[src/rtl/mvma_pkg.sv]
// Shared types and width helpers for the matrix-vector multiply-accumulate sequencer.
package mvma_pkg;

    localparam int K_DEF = 4;

    // Address width for a memory of n words, never narrower than one bit.
    function automatic int aw_of(input int n);
        return (n > 1) ? $clog2(n) : 1;
    endfunction

    typedef enum logic [2:0] {
        LOAD_M,
        LOAD_B,
        LOAD_X,
        COMPUTE,
        DRAIN,
        OUT
    } mvma_state_t;

endpackage

[src/rtl/mvma_seq_ctrl_if.sv]
// Handshake, memory-control and accumulator-control bundle between the sequencer and its datapath.
interface mvma_seq_ctrl_if #(
    parameter int K = mvma_pkg::K_DEF
);
    import mvma_pkg::*;

    localparam int AW_M = aw_of(K * K);
    localparam int AW_V = aw_of(K);

    logic            s_valid;
    logic            s_ready;
    logic            m_valid;
    logic            m_ready;
    logic            wr_en_m;
    logic            wr_en_b;
    logic            wr_en_x;
    logic [AW_M-1:0] addr_m;
    logic [AW_V-1:0] addr_b;
    logic [AW_V-1:0] addr_x;
    logic            acc_en;
    logic            acc_first;
    logic            acc_clr;
    logic [AW_V-1:0] row_idx;

    modport master (
        input  s_valid, m_ready,
        output s_ready, m_valid, wr_en_m, wr_en_b, wr_en_x,
               addr_m, addr_b, addr_x, acc_en, acc_first, acc_clr, row_idx
    );

    modport slave (
        output s_valid, m_ready,
        input  s_ready, m_valid, wr_en_m, wr_en_b, wr_en_x,
               addr_m, addr_b, addr_x, acc_en, acc_first, acc_clr, row_idx
    );

endinterface

[src/rtl/mvma_rowcol_cnt.sv]
// Row/column walk counters for the compute phase plus the row-major matrix address row*K+col.
module mvma_rowcol_cnt #(
    parameter int K    = 4,
    parameter int AW_M = 4,
    parameter int AW_V = 2
) (
    input  logic            clk,
    input  logic            reset,
    input  logic            clr,
    input  logic            col_step,
    input  logic            row_step,
    output logic [AW_V-1:0] col,
    output logic [AW_V-1:0] row,
    output logic            col_last,
    output logic            row_last,
    output logic [AW_M-1:0] lin_addr
);

    localparam logic [AW_V-1:0] IDX_LAST = AW_V'(K - 1);

    logic [AW_V-1:0] col_q, col_d;
    logic [AW_V-1:0] row_q, row_d;

    assign col_last = (col_q == IDX_LAST);
    assign row_last = (row_q == IDX_LAST);

    // NOTE: every signal written here gets a default first, so no path can leave it unassigned and infer a latch.
    always_comb begin
        col_d = col_q;
        row_d = row_q;
        if (clr) begin
            col_d = '0;
            row_d = '0;
        end else begin
            if (col_step) col_d = col_last ? '0 : col_q + 1'b1;
            if (row_step) row_d = row_last ? '0 : row_q + 1'b1;
        end
    end

    // NOTE: flops use non-blocking assignments so every register samples the pre-edge values together.
    always_ff @(posedge clk or negedge reset) begin
        if (!reset) begin
            col_q <= '0;
            row_q <= '0;
        end else begin
            col_q <= col_d;
            row_q <= row_d;
        end
    end

    assign col      = col_q;
    assign row      = row_q;
    assign lin_addr = AW_M'(row_q) * AW_M'(K) + AW_M'(col_q);

endmodule

[src/rtl/mvma_seq_ctrl.sv]
// Sequencer for y = M*x + b: loads M, b, x over a valid/ready slave port, walks rows, and hands results out.
// The reset input is asynchronous and active-low.
module mvma_seq_ctrl
    import mvma_pkg::*;
#(
    parameter int K    = K_DEF,
    parameter int AW_M = aw_of(K * K),
    parameter int AW_V = aw_of(K)
) (
    input  logic            clk,
    input  logic            reset,
    mvma_seq_ctrl_if.master bus
);

    localparam logic [AW_M-1:0] M_LAST = AW_M'(K * K - 1);
    localparam logic [AW_M-1:0] V_LAST = AW_M'(K - 1);

    mvma_state_t     state_q, state_d;
    logic [AW_M-1:0] cnt_q, cnt_d;
    logic            acc_en_q, acc_en_d;
    logic            acc_first_q, acc_first_d;
    logic            m_valid_q, m_valid_d;

    logic            s_ready, hs, out_hs;
    logic            wr_en_m, wr_en_b, wr_en_x;
    logic [AW_M-1:0] addr_m;
    logic [AW_V-1:0] addr_b, addr_x;

    logic [AW_V-1:0] col, row;
    logic            col_last, row_last;
    logic [AW_M-1:0] lin_addr;

    assign s_ready = reset & (state_q inside {LOAD_M, LOAD_B, LOAD_X});
    assign hs      = bus.s_valid & s_ready;
    assign out_hs  = m_valid_q & bus.m_ready;

    mvma_rowcol_cnt #(
        .K    (K),
        .AW_M (AW_M),
        .AW_V (AW_V)
    ) u_rowcol (
        .clk      (clk),
        .reset    (reset),
        .clr      (wr_en_x & (cnt_q == V_LAST)),
        .col_step (state_q == COMPUTE),
        .row_step ((state_q == OUT) & out_hs),
        .col      (col),
        .row      (row),
        .col_last (col_last),
        .row_last (row_last),
        .lin_addr (lin_addr)
    );

    always_ff @(posedge clk or negedge reset) begin
        if (!reset) begin
            state_q     <= LOAD_M;
            cnt_q       <= '0;
            acc_en_q    <= 1'b0;
            acc_first_q <= 1'b0;
            m_valid_q   <= 1'b0;
        end else begin
            state_q     <= state_d;
            cnt_q       <= cnt_d;
            acc_en_q    <= acc_en_d;
            acc_first_q <= acc_first_d;
            m_valid_q   <= m_valid_d;
        end
    end

    always_comb begin
        state_d = state_q;
        cnt_d   = cnt_q;
        case (state_q)
            LOAD_M: if (hs) begin
                if (cnt_q == M_LAST) begin
                    cnt_d   = '0;
                    state_d = LOAD_B;
                end else begin
                    cnt_d = cnt_q + 1'b1;
                end
            end
            LOAD_B: if (hs) begin
                if (cnt_q == V_LAST) begin
                    cnt_d   = '0;
                    state_d = LOAD_X;
                end else begin
                    cnt_d = cnt_q + 1'b1;
                end
            end
            LOAD_X: if (hs) begin
                if (cnt_q == V_LAST) begin
                    cnt_d   = '0;
                    state_d = COMPUTE;
                end else begin
                    cnt_d = cnt_q + 1'b1;
                end
            end
            COMPUTE: if (col_last) state_d = DRAIN;
            DRAIN:   state_d = OUT;
            OUT:     if (out_hs) state_d = row_last ? LOAD_M : COMPUTE;
            default: state_d = LOAD_M;
        endcase
    end

    // Accumulator controls are registered one cycle behind the issue to line up with the memory read data.
    always_comb begin
        wr_en_m     = 1'b0;
        wr_en_b     = 1'b0;
        wr_en_x     = 1'b0;
        addr_m      = '0;
        addr_b      = '0;
        addr_x      = '0;
        acc_en_d    = 1'b0;
        acc_first_d = 1'b0;
        m_valid_d   = 1'b0;
        case (state_q)
            LOAD_M: begin
                wr_en_m = hs;
                addr_m  = cnt_q;
            end
            LOAD_B: begin
                wr_en_b = hs;
                addr_b  = cnt_q[AW_V-1:0];
            end
            LOAD_X: begin
                wr_en_x = hs;
                addr_x  = cnt_q[AW_V-1:0];
            end
            COMPUTE: begin
                addr_m      = lin_addr;
                addr_x      = col;
                addr_b      = row;
                acc_en_d    = 1'b1;
                acc_first_d = (col == '0);
            end
            DRAIN:   m_valid_d = 1'b1;
            OUT:     m_valid_d = m_valid_q & ~bus.m_ready;
            default: m_valid_d = 1'b0;
        endcase
    end

    assign bus.s_ready   = s_ready;
    assign bus.m_valid   = m_valid_q;
    assign bus.wr_en_m   = wr_en_m;
    assign bus.wr_en_b   = wr_en_b;
    assign bus.wr_en_x   = wr_en_x;
    assign bus.addr_m    = addr_m;
    assign bus.addr_b    = addr_b;
    assign bus.addr_x    = addr_x;
    assign bus.acc_en    = acc_en_q;
    assign bus.acc_first = acc_first_q;
    assign bus.acc_clr   = out_hs;
    assign bus.row_idx   = row;

endmodule

[src/flat_wrapper.sv]
// flat-port wrapper written by rule: the top's interface ports become plain ports
module mvma_seq_ctrl_flat import mvma_pkg::*;
#(
    parameter int K    = K_DEF,
    parameter int AW_M = aw_of(K * K),
    parameter int AW_V = aw_of(K)
)
  (clk, reset, bus_s_valid, bus_m_ready, bus_s_ready, bus_m_valid, bus_wr_en_m, bus_wr_en_b, bus_wr_en_x, bus_addr_m, bus_addr_b, bus_addr_x, bus_acc_en, bus_acc_first, bus_acc_clr, bus_row_idx);
  mvma_seq_ctrl_if #(.K(K)) bus_i ();
  input  logic clk;
  input  logic reset;
  input wire logic [$bits(bus_i.s_valid)-1:0] bus_s_valid;
  input wire logic [$bits(bus_i.m_ready)-1:0] bus_m_ready;
  output wire logic [$bits(bus_i.s_ready)-1:0] bus_s_ready;
  output wire logic [$bits(bus_i.m_valid)-1:0] bus_m_valid;
  output wire logic [$bits(bus_i.wr_en_m)-1:0] bus_wr_en_m;
  output wire logic [$bits(bus_i.wr_en_b)-1:0] bus_wr_en_b;
  output wire logic [$bits(bus_i.wr_en_x)-1:0] bus_wr_en_x;
  output wire logic [$bits(bus_i.addr_m)-1:0] bus_addr_m;
  output wire logic [$bits(bus_i.addr_b)-1:0] bus_addr_b;
  output wire logic [$bits(bus_i.addr_x)-1:0] bus_addr_x;
  output wire logic [$bits(bus_i.acc_en)-1:0] bus_acc_en;
  output wire logic [$bits(bus_i.acc_first)-1:0] bus_acc_first;
  output wire logic [$bits(bus_i.acc_clr)-1:0] bus_acc_clr;
  output wire logic [$bits(bus_i.row_idx)-1:0] bus_row_idx;
  assign bus_i.s_valid = bus_s_valid;
  assign bus_i.m_ready = bus_m_ready;
  assign bus_s_ready = bus_i.s_ready;
  assign bus_m_valid = bus_i.m_valid;
  assign bus_wr_en_m = bus_i.wr_en_m;
  assign bus_wr_en_b = bus_i.wr_en_b;
  assign bus_wr_en_x = bus_i.wr_en_x;
  assign bus_addr_m = bus_i.addr_m;
  assign bus_addr_b = bus_i.addr_b;
  assign bus_addr_x = bus_i.addr_x;
  assign bus_acc_en = bus_i.acc_en;
  assign bus_acc_first = bus_i.acc_first;
  assign bus_acc_clr = bus_i.acc_clr;
  assign bus_row_idx = bus_i.row_idx;
  mvma_seq_ctrl #(.K(K), .AW_M(AW_M), .AW_V(AW_V)) u_core (.clk(clk), .reset(reset), .bus(bus_i));
endmodule
[config.mk]
export PLATFORM = sky130hd
export DESIGN_NAME = mvma_seq_ctrl_flat
export DESIGN_NICKNAME = d
export VERILOG_FILES = /design/src/rtl/mvma_pkg.sv /design/src/rtl/mvma_seq_ctrl_if.sv /design/src/rtl/mvma_rowcol_cnt.sv /design/src/rtl/mvma_seq_ctrl.sv /design/src/flat_wrapper.sv
export SDC_FILE = /design/constraint.sdc
export NUM_CORES = 1
export LEC_CHECK = 0
export ABC_AREA = 1
export CELL_PAD_IN_SITES_DETAIL_PLACEMENT = 1
export CELL_PAD_IN_SITES_GLOBAL_PLACEMENT = 1
export CORE_MARGIN = 2
export CORE_UTILIZATION = 34
export DETAILED_ROUTE_END_ITERATION = 10
export GPL_TIMING_DRIVEN = 0
export PLACE_DENSITY_LB_ADDON = 0.1
export SYNTH_ARGS = -nofsm -noshare
export SYNTH_HDL_FRONTEND = slang
export SYNTH_SLANG_ARGS = --single-unit
[constraint.sdc]
create_clock -name clk -period 1.44 [get_ports clk]
set_input_delay 0.216 -clock clk [delete_from_list [all_inputs] [get_ports clk]]
set_output_delay 0.216 -clock clk [all_outputs]
set_load 0.1 [all_outputs]
==> results of run 1 <==
## cell usage after synthesis (2+ instances only)
cell / n / area share
a21oi_1: 5 / 0.027
dfrtp_1: 14 / 0.38
ha_1: 4 / 0.055
inv_1: 23 / 0.095
inv_2: 2 / 0.0082
nand2_1: 25 / 0.10
nand3_1: 12 / 0.066
nand3_2: 3 / 0.033
nand4_1: 4 / 0.027
nor2_1: 12 / 0.049
nor3_1: 2 / 0.011
o21ai_0: 6 / 0.033
o22ai_1: 6 / 0.041
## what timing repair did
item / CTS
gates cloned: 1
hold endpoints to repair: 14
endpoints found under the setup margin: 29
resized for setup: 174
setup buffers: 25
hold buffers: 1
pin swaps: 17
## kinds of logic after synthesis
family,after synthesis,share of synthesized area
AND/OR/NAND/NOR,61,0.315
AO/OA/AOI/OAI,19,0.120
XOR/XNOR,1,0.00962
adder cells (fa/ha/maj),4,0.0549
buffers and inverters,27,0.117
flip-flops,14,0.385
## metrics by stage
step | std cells | cell area, um2 | TNS (ps) | hold slack (ps) | worst slack, ps
2_1_floorplan | 126 | 1120 | -1380 | -79.6 | -159
3_3_place_gp | 177 | 1370 | -21950 | 552 | -1760
3_5_place_dp | 177 | 1370 | -22850 | 579 | -1790
4_1_cts | 208 | 1850 | -6740 | 493 | -407
==> results.ini, run 1 <==
[status]
status = stopped before the end
failed_stage = 5_1_grt
firstError = [ERROR DPL-0033] detailed placement checks failed during check placement.

[clocking]
cts_max_level = 1
cts_root_buffer = clkbuf_4
cts_buffer_depth = 2
cts_sinks = 14
numCtsBuffers = 3

[floorplan]
ios = 22
die_w_um = 55.8
initial_core_util = 0.364
num_rows = 18
die_h_um = 55.8

[place]
hpwl_um = 2080
place.port_buffers = 21
routabilityCongestion = 0.815

[yosys]
yosysSeqAreaShare = 0.385
avgSynthCellArea_um2 = 7.23
ys.flop_type = dfrtp_1
ys_warn_count = 0
synth_seq_cells = 14
syn_nets = 134
synth_area_um2 = 911
synthCells = 126
synth_cell_type_count = 21
synth_edf_count = 0
ys_async_sr_fraction = 1.00

[sta]
worst_path_end_type = top-level output
postGrtWorstEndpoint = bus_addr_m[0]

[grt]
grt_max_degree = 15
antenna_found_initial = 0

==> inputs of run 2 (changes only) <==
--- a/config.mk
+++ b/config.mk
@@ -6,13 +6,11 @@
 export NUM_CORES = 1
 export LEC_CHECK = 0
 export ABC_AREA = 1
-export CELL_PAD_IN_SITES_DETAIL_PLACEMENT = 1
-export CELL_PAD_IN_SITES_GLOBAL_PLACEMENT = 1
-export CORE_MARGIN = 2
-export CORE_UTILIZATION = 34
+export CORE_AREA = 2 2 63 65
 export DETAILED_ROUTE_END_ITERATION = 10
+export DIE_AREA = 0 0 65 67
 export GPL_TIMING_DRIVEN = 0
-export PLACE_DENSITY_LB_ADDON = 0.1
+export PLACE_DENSITY_LB_ADDON = 0.15
 export SYNTH_ARGS = -nofsm -noshare
 export SYNTH_HDL_FRONTEND = slang
 export SYNTH_SLANG_ARGS = --single-unit
==> run 2 against run 1 <==
The flow now finishes, with violations (hold timing, setup timing). Area after synthesis unchanged. Synthesized cell count unchanged.
==> results.ini, run 2 <==
[final_layout]
largest_reg_flops = 4
diodes = 0
layout_common_cells = 17 x nand2_1, 16 x inv_1, 15 x buf_4
top_regs = u_core.cnt_q x4, u_core.state_q x3
final_cell_area_um2 = 1910
fin_cells = 225
regMostFlops = u_core.cnt_q
final_core_util = 0.530
area_growth_pct = 110
final_common_cell = nand2_1
drive_gt1_frac = 0.571
fin_nets = 186

[floorplan]
core_um2 = 3610
die-area_um2 = 4360
ios = 22
num_rows = 22
die_w_um = 65
initial_core_util = 0.253
die_h_um = 67

[clocking]
cts_sinks = 14
cts_tree = built
cts_root_buffer = clkbuf_8
numCtsBuffers = 3
cts_buffer_depth = 2
clock_latency_ps = 250
cts_max_level = 1
path_clk_slew_ps = 60

[drt]
route.vias.total = 1040
first_pass_iters = 4
drt-total-wl_um = 2960
ant_nets = 0
drt_iter0_markers = 46
drc = 0
vias_per_cell = 4.62
wl_per_cell_um = 13.2

[yosys]
synthCells = 126
synth_common_cells = 25 x nand2_1, 23 x inv_1, 14 x dfrtp_1
synth.most_common_cell = nand2_1
synth_area_leaders = dfrtp_1 38%, nand2_1 10%, inv_1 9.5%
synth_area_um2 = 911
synth_edf_count = 0
synth_top_area_share = 0.385
yosys.area.top_type = dfrtp_1
ys_warn_count = 0
synth_cell_type_count = 21
ys.flop_type = dfrtp_1
yosysSeqAreaShare = 0.385
ys_async_sr_fraction = 1.00
avgSynthCellArea_um2 = 7.23
syn_nets = 134
synth_seq_cells = 14

[place]
placed_area_um2 = 1390
place.port_buffers = 21
routabilityCongestion = 0.863
place_inst = 195
hpwl_um = 1930

[sta]
skew_ps = 5.77
worst_pin_slew_ps = 550
rsz0062_at_grt = true
layout_setup_ws_ps = -327
whs_ps = -3.92
final-setup-viol-count = 21
slew_headroom = 0.635
period_needed_ps = 1770
fmax_mhz = 566
final_hold_viol_count = 6
report.final.slew_viol_count = 0
fin_crit_sh = 1.23

[grt]
gr-usage-all-layers = 0.155
grt-ovfl-total = 0
grt_pass1_wl_um = 5110
grt_pass1_vias = 1060
grt_max_degree = 17
antenna_found_initial = 0

[critical_path]
crit_family = simple AND/OR/NAND/NOR gates
r2r_end = u_core.u_rowcol.row[1]
reg2reg_slack_ps = -100
critPathLaunchType = register
cp-end-kind = output port
critPathMaxFanout = 6
required_ps = 1220
cp_slowest_cell = dfrtp_1
crit_chain = buf_6 -> a21oi_4 -> nand3_4 -> or2_4 -> clkinvlp_4 -> buf_12
path_buf_inv = 3
reg2reg_from = u_core.state_q[0]
critical_path_arrival_ps = 1550
reg2reg_depth = 7
cpPeakStageDelay_ps = 370
crit_type = reg2out

[status]
status = complete, but fails checks
violations = hold timing, setup timing

[min_path]
hp-class = in2async

[run]
maxCapViolCount = 0

## run 2: final cells by class
type	instances	area, um2
Multi-Input combinational cell	85	718
Sequential cell	14	364
Tap cell	48	60.1
Clock buffer	4	55.1
Timing Repair Buffer	47	574
Buffer	1	11.3
Inverter	26	128
Fill cell	328	1700
## run 2: how the worst max path moves through the flow
stage	startpoint	end	cells after the start
CTS	u_core.state_q[0]	bus_wr_en_x	6
detailed placement	reset	bus_wr_en_m	6
floorplan	u_core.state_q[1]	bus_wr_en_x	4
finish	u_core.state_q[0]	bus_wr_en_x	6
global route	u_core.state_q[0]	bus_wr_en_x	6
global placement	reset	bus_wr_en_m	6
## run 2: logic make-up (layout without fill, tap and decap cells)
family | after synthesis | count (layout) | synth area share
xor+xnor | 1 | 1 | 0.00962
fa+ha+maj | 4 | 4 | 0.0549
compound gates | 19 | 19 | 0.120
simple gates | 61 | 61 | 0.315
buf+inv | 27 | 78 | 0.117
flops | 14 | 14 | 0.385
## run 2: metal layers
layer / vias to the layer above / GRT usage / wire length (um)
met1: 501 / 0.193 / 1270
met4: 0 / 0.0585 / 37
met3: 4 / 0.0422 / 100
met5: - / 0 / 0
li1: 518 / - / -
met2: 17 / 0.254 / 1550
## run 2: what timing repair did
action | in CTS | in global routing
setup endpoints to repair | 29 | 25
hold buffers | 0 | 0
pin swaps | 16 | 15
setup buffers | 19 | 8
resized for setup | 149 | 31
hold endpoints to repair | 0 | 0
## run 2: per-stage QoR
stage	setup TNS, ps	setup WS (ps)
floorplan	-1380	-159
global placement	-22420	-1790
detailed placement	-22670	-1800
CTS	-3710	-371
global route	-5590	-407
finish	-3830	-327
Power of run 2 is not shown: default switching activity piles up to over one toggle a cycle in this logic, so the estimate is an artifact.
==> inputs of run 3 (changes only) <==
==> constraint.sdc (replaced) <==
create_clock -name clk -period 1.7 [get_ports clk]
set_input_delay 0.255 -clock clk [delete_from_list [all_inputs] [get_ports clk]]
set_output_delay 0.255 -clock clk [all_outputs]
set_load 0.1 [all_outputs]
==> run 3 against run 2 <==
Worst setup slack gained 150 ps. Flip-flop and latch count is the same. Largest cell class unchanged. Critical path type unchanged. The flow finishes with violations (setup timing). Utilization shrank 3.4 points. Via count shrank 2.9%. Count of clock-buffer cells in the layout is the same. First-iteration DRC count shrank 13%. Cell count shrank 1.3%. Register-to-register slack gained 200 ps. Worst hold slack gained 31 ps. Wire length shrank 4.8%.
==> results.ini, run 3 (synthesis results as in run 2) <==
[grt]
grt_pass1_wl_um = 4710
grt-ovfl-total = 0
antenna_found_initial = 0
grt_max_degree = 17
gr-usage-all-layers = 0.147
grt_pass1_vias = 1030

[sta]
skew_ps = 3.83
slew_headroom = 0.374
layout_setup_ws_ps = -173
rsz0062_at_grt = true
whs_ps = 27.5
fmax_mhz = 534
period_needed_ps = 1870
fin_crit_sh = 1.10
worst_pin_slew_ps = 943
final_hold_viol_count = 0
final-setup-viol-count = 11
report.final.slew_viol_count = 0

[final_layout]
largest_reg_flops = 4
diodes = 0
top_regs = u_core.cnt_q x4, u_core.state_q x3
layout_common_cells = 23 x nand2_1, 18 x inv_1, 16 x buf_4
fin_nets = 183
drive_gt1_frac = 0.466
final_common_cell = nand2_1
nFillCells = 358
multi_input_area_um2 = 656
area_growth_pct = 96.4
seq_area_um2 = 359
regMostFlops = u_core.cnt_q
final_core_util = 0.496
fin_cells = 222

[critical_path]
cp-end-kind = output port
reg2reg_depth = 9
critPathMaxFanout = 5
critPathLaunchType = register
critical_path_arrival_ps = 1620
reg2reg_slack_ps = 100
r2r_end = u_core.state_q[1]
reg2reg_from = u_core.state_q[0]
crit_type = reg2out
required_ps = 1440

[clocking]
clock_latency_ps = 250
path_clk_slew_ps = 60
cts_buffer_depth = 2
cts_sinks = 14
numCtsBuffers = 3
cts_root_buffer = clkbuf_8
cts_tree = built
cts_max_level = 1

[floorplan]
initial_core_util = 0.253
num_rows = 22
die_h_um = 67
ios = 22
core_um2 = 3610
die_w_um = 65
die-area_um2 = 4360

[place]
place_inst = 195
place.port_buffers = 21
hpwl_um = 1850
routabilityCongestion = 0.802
pre_cts_ws_ps = -1650

[drt]
first_pass_iters = 4
drc = 0
drt-total-wl_um = 2820
route.vias.total = 1010
ant_nets = 0
drt_iter0_markers = 40
vias_per_cell = 4.55
wl_per_cell_um = 12.7

[status]
status = complete, but fails checks
violations = setup timing

[min_path]
hp-class = in2async

[run]
maxCapViolCount = 0

==> run 3: layout make-up <==
class | count | area share
Buffer | 1 | 0.00629
Clock buffer | 4 | 0.0308
Inverter | 26 | 0.0699
Multi-Input combinational cell | 85 | 0.366
Sequential cell | 14 | 0.201
Tap cell | 48 | 0.0336
Timing Repair Buffer | 43 | 0.289
Timing Repair inverter | 1 | 0.00350
==> run 3: worst max path at each step <==
stage	to	depth (start not counted)	from	slack [ps]
2_1_floorplan	bus_wr_en_b	4	u_core.state_q[0]	-170
3_3_place_gp	bus_wr_en_m	6	reset	-1660
3_5_place_dp	bus_wr_en_m	6	reset	-1650
4_1_cts	bus_wr_en_x	6	u_core.state_q[0]	-190
5_1_grt	bus_wr_en_x	6	u_core.state_q[0]	-260
6_report	bus_wr_en_x	6	u_core.state_q[0]	-170
==> run 3: what timing repair did <==
| action | in CTS | in global routing |
|---|---|---|
| pin swaps | 7 | 7 |
| endpoints found under the hold margin | 0 | 0 |
| hold buffers | 0 | 0 |
| gates resized for setup | 146 | 16 |
| gates cloned | 2 | 0 |
| setup endpoints to repair | 29 | 23 |
| setup buffers | 14 | 7 |
==> run 3: critical path, cell delays in order (launching register included) <==
cell	delay (ps)
dfrtp_1	390
buf_6	140
a21oi_4	190
nand3_4	120
or2_4	270
clkinvlp_4	80
buf_12	170
==> run 3: routing by layer <==
| layer | share of wire | up-vias | track usage |
|---|---|---|---|
| met5 | 0 | - | 0 |
| met4 | 0.028 | 0 | 0.0691 |
| met3 | 0.031 | 7 | 0.0321 |
| met2 | 0.51 | 16 | 0.260 |
| met1 | 0.43 | 476 | 0.166 |
| li1 | - | 511 | - |
==> run 3: per-stage QoR <==
step | area (um2) | TNS (ps)
global placement | 1310 | -17510
global route | 1790 | -2040
detailed placement | 1310 | -17480
CTS | 1670 | -989
finish | 1790 | -1180
floorplan | 1030 | -347
Power of run 3 is left out for the same reason.
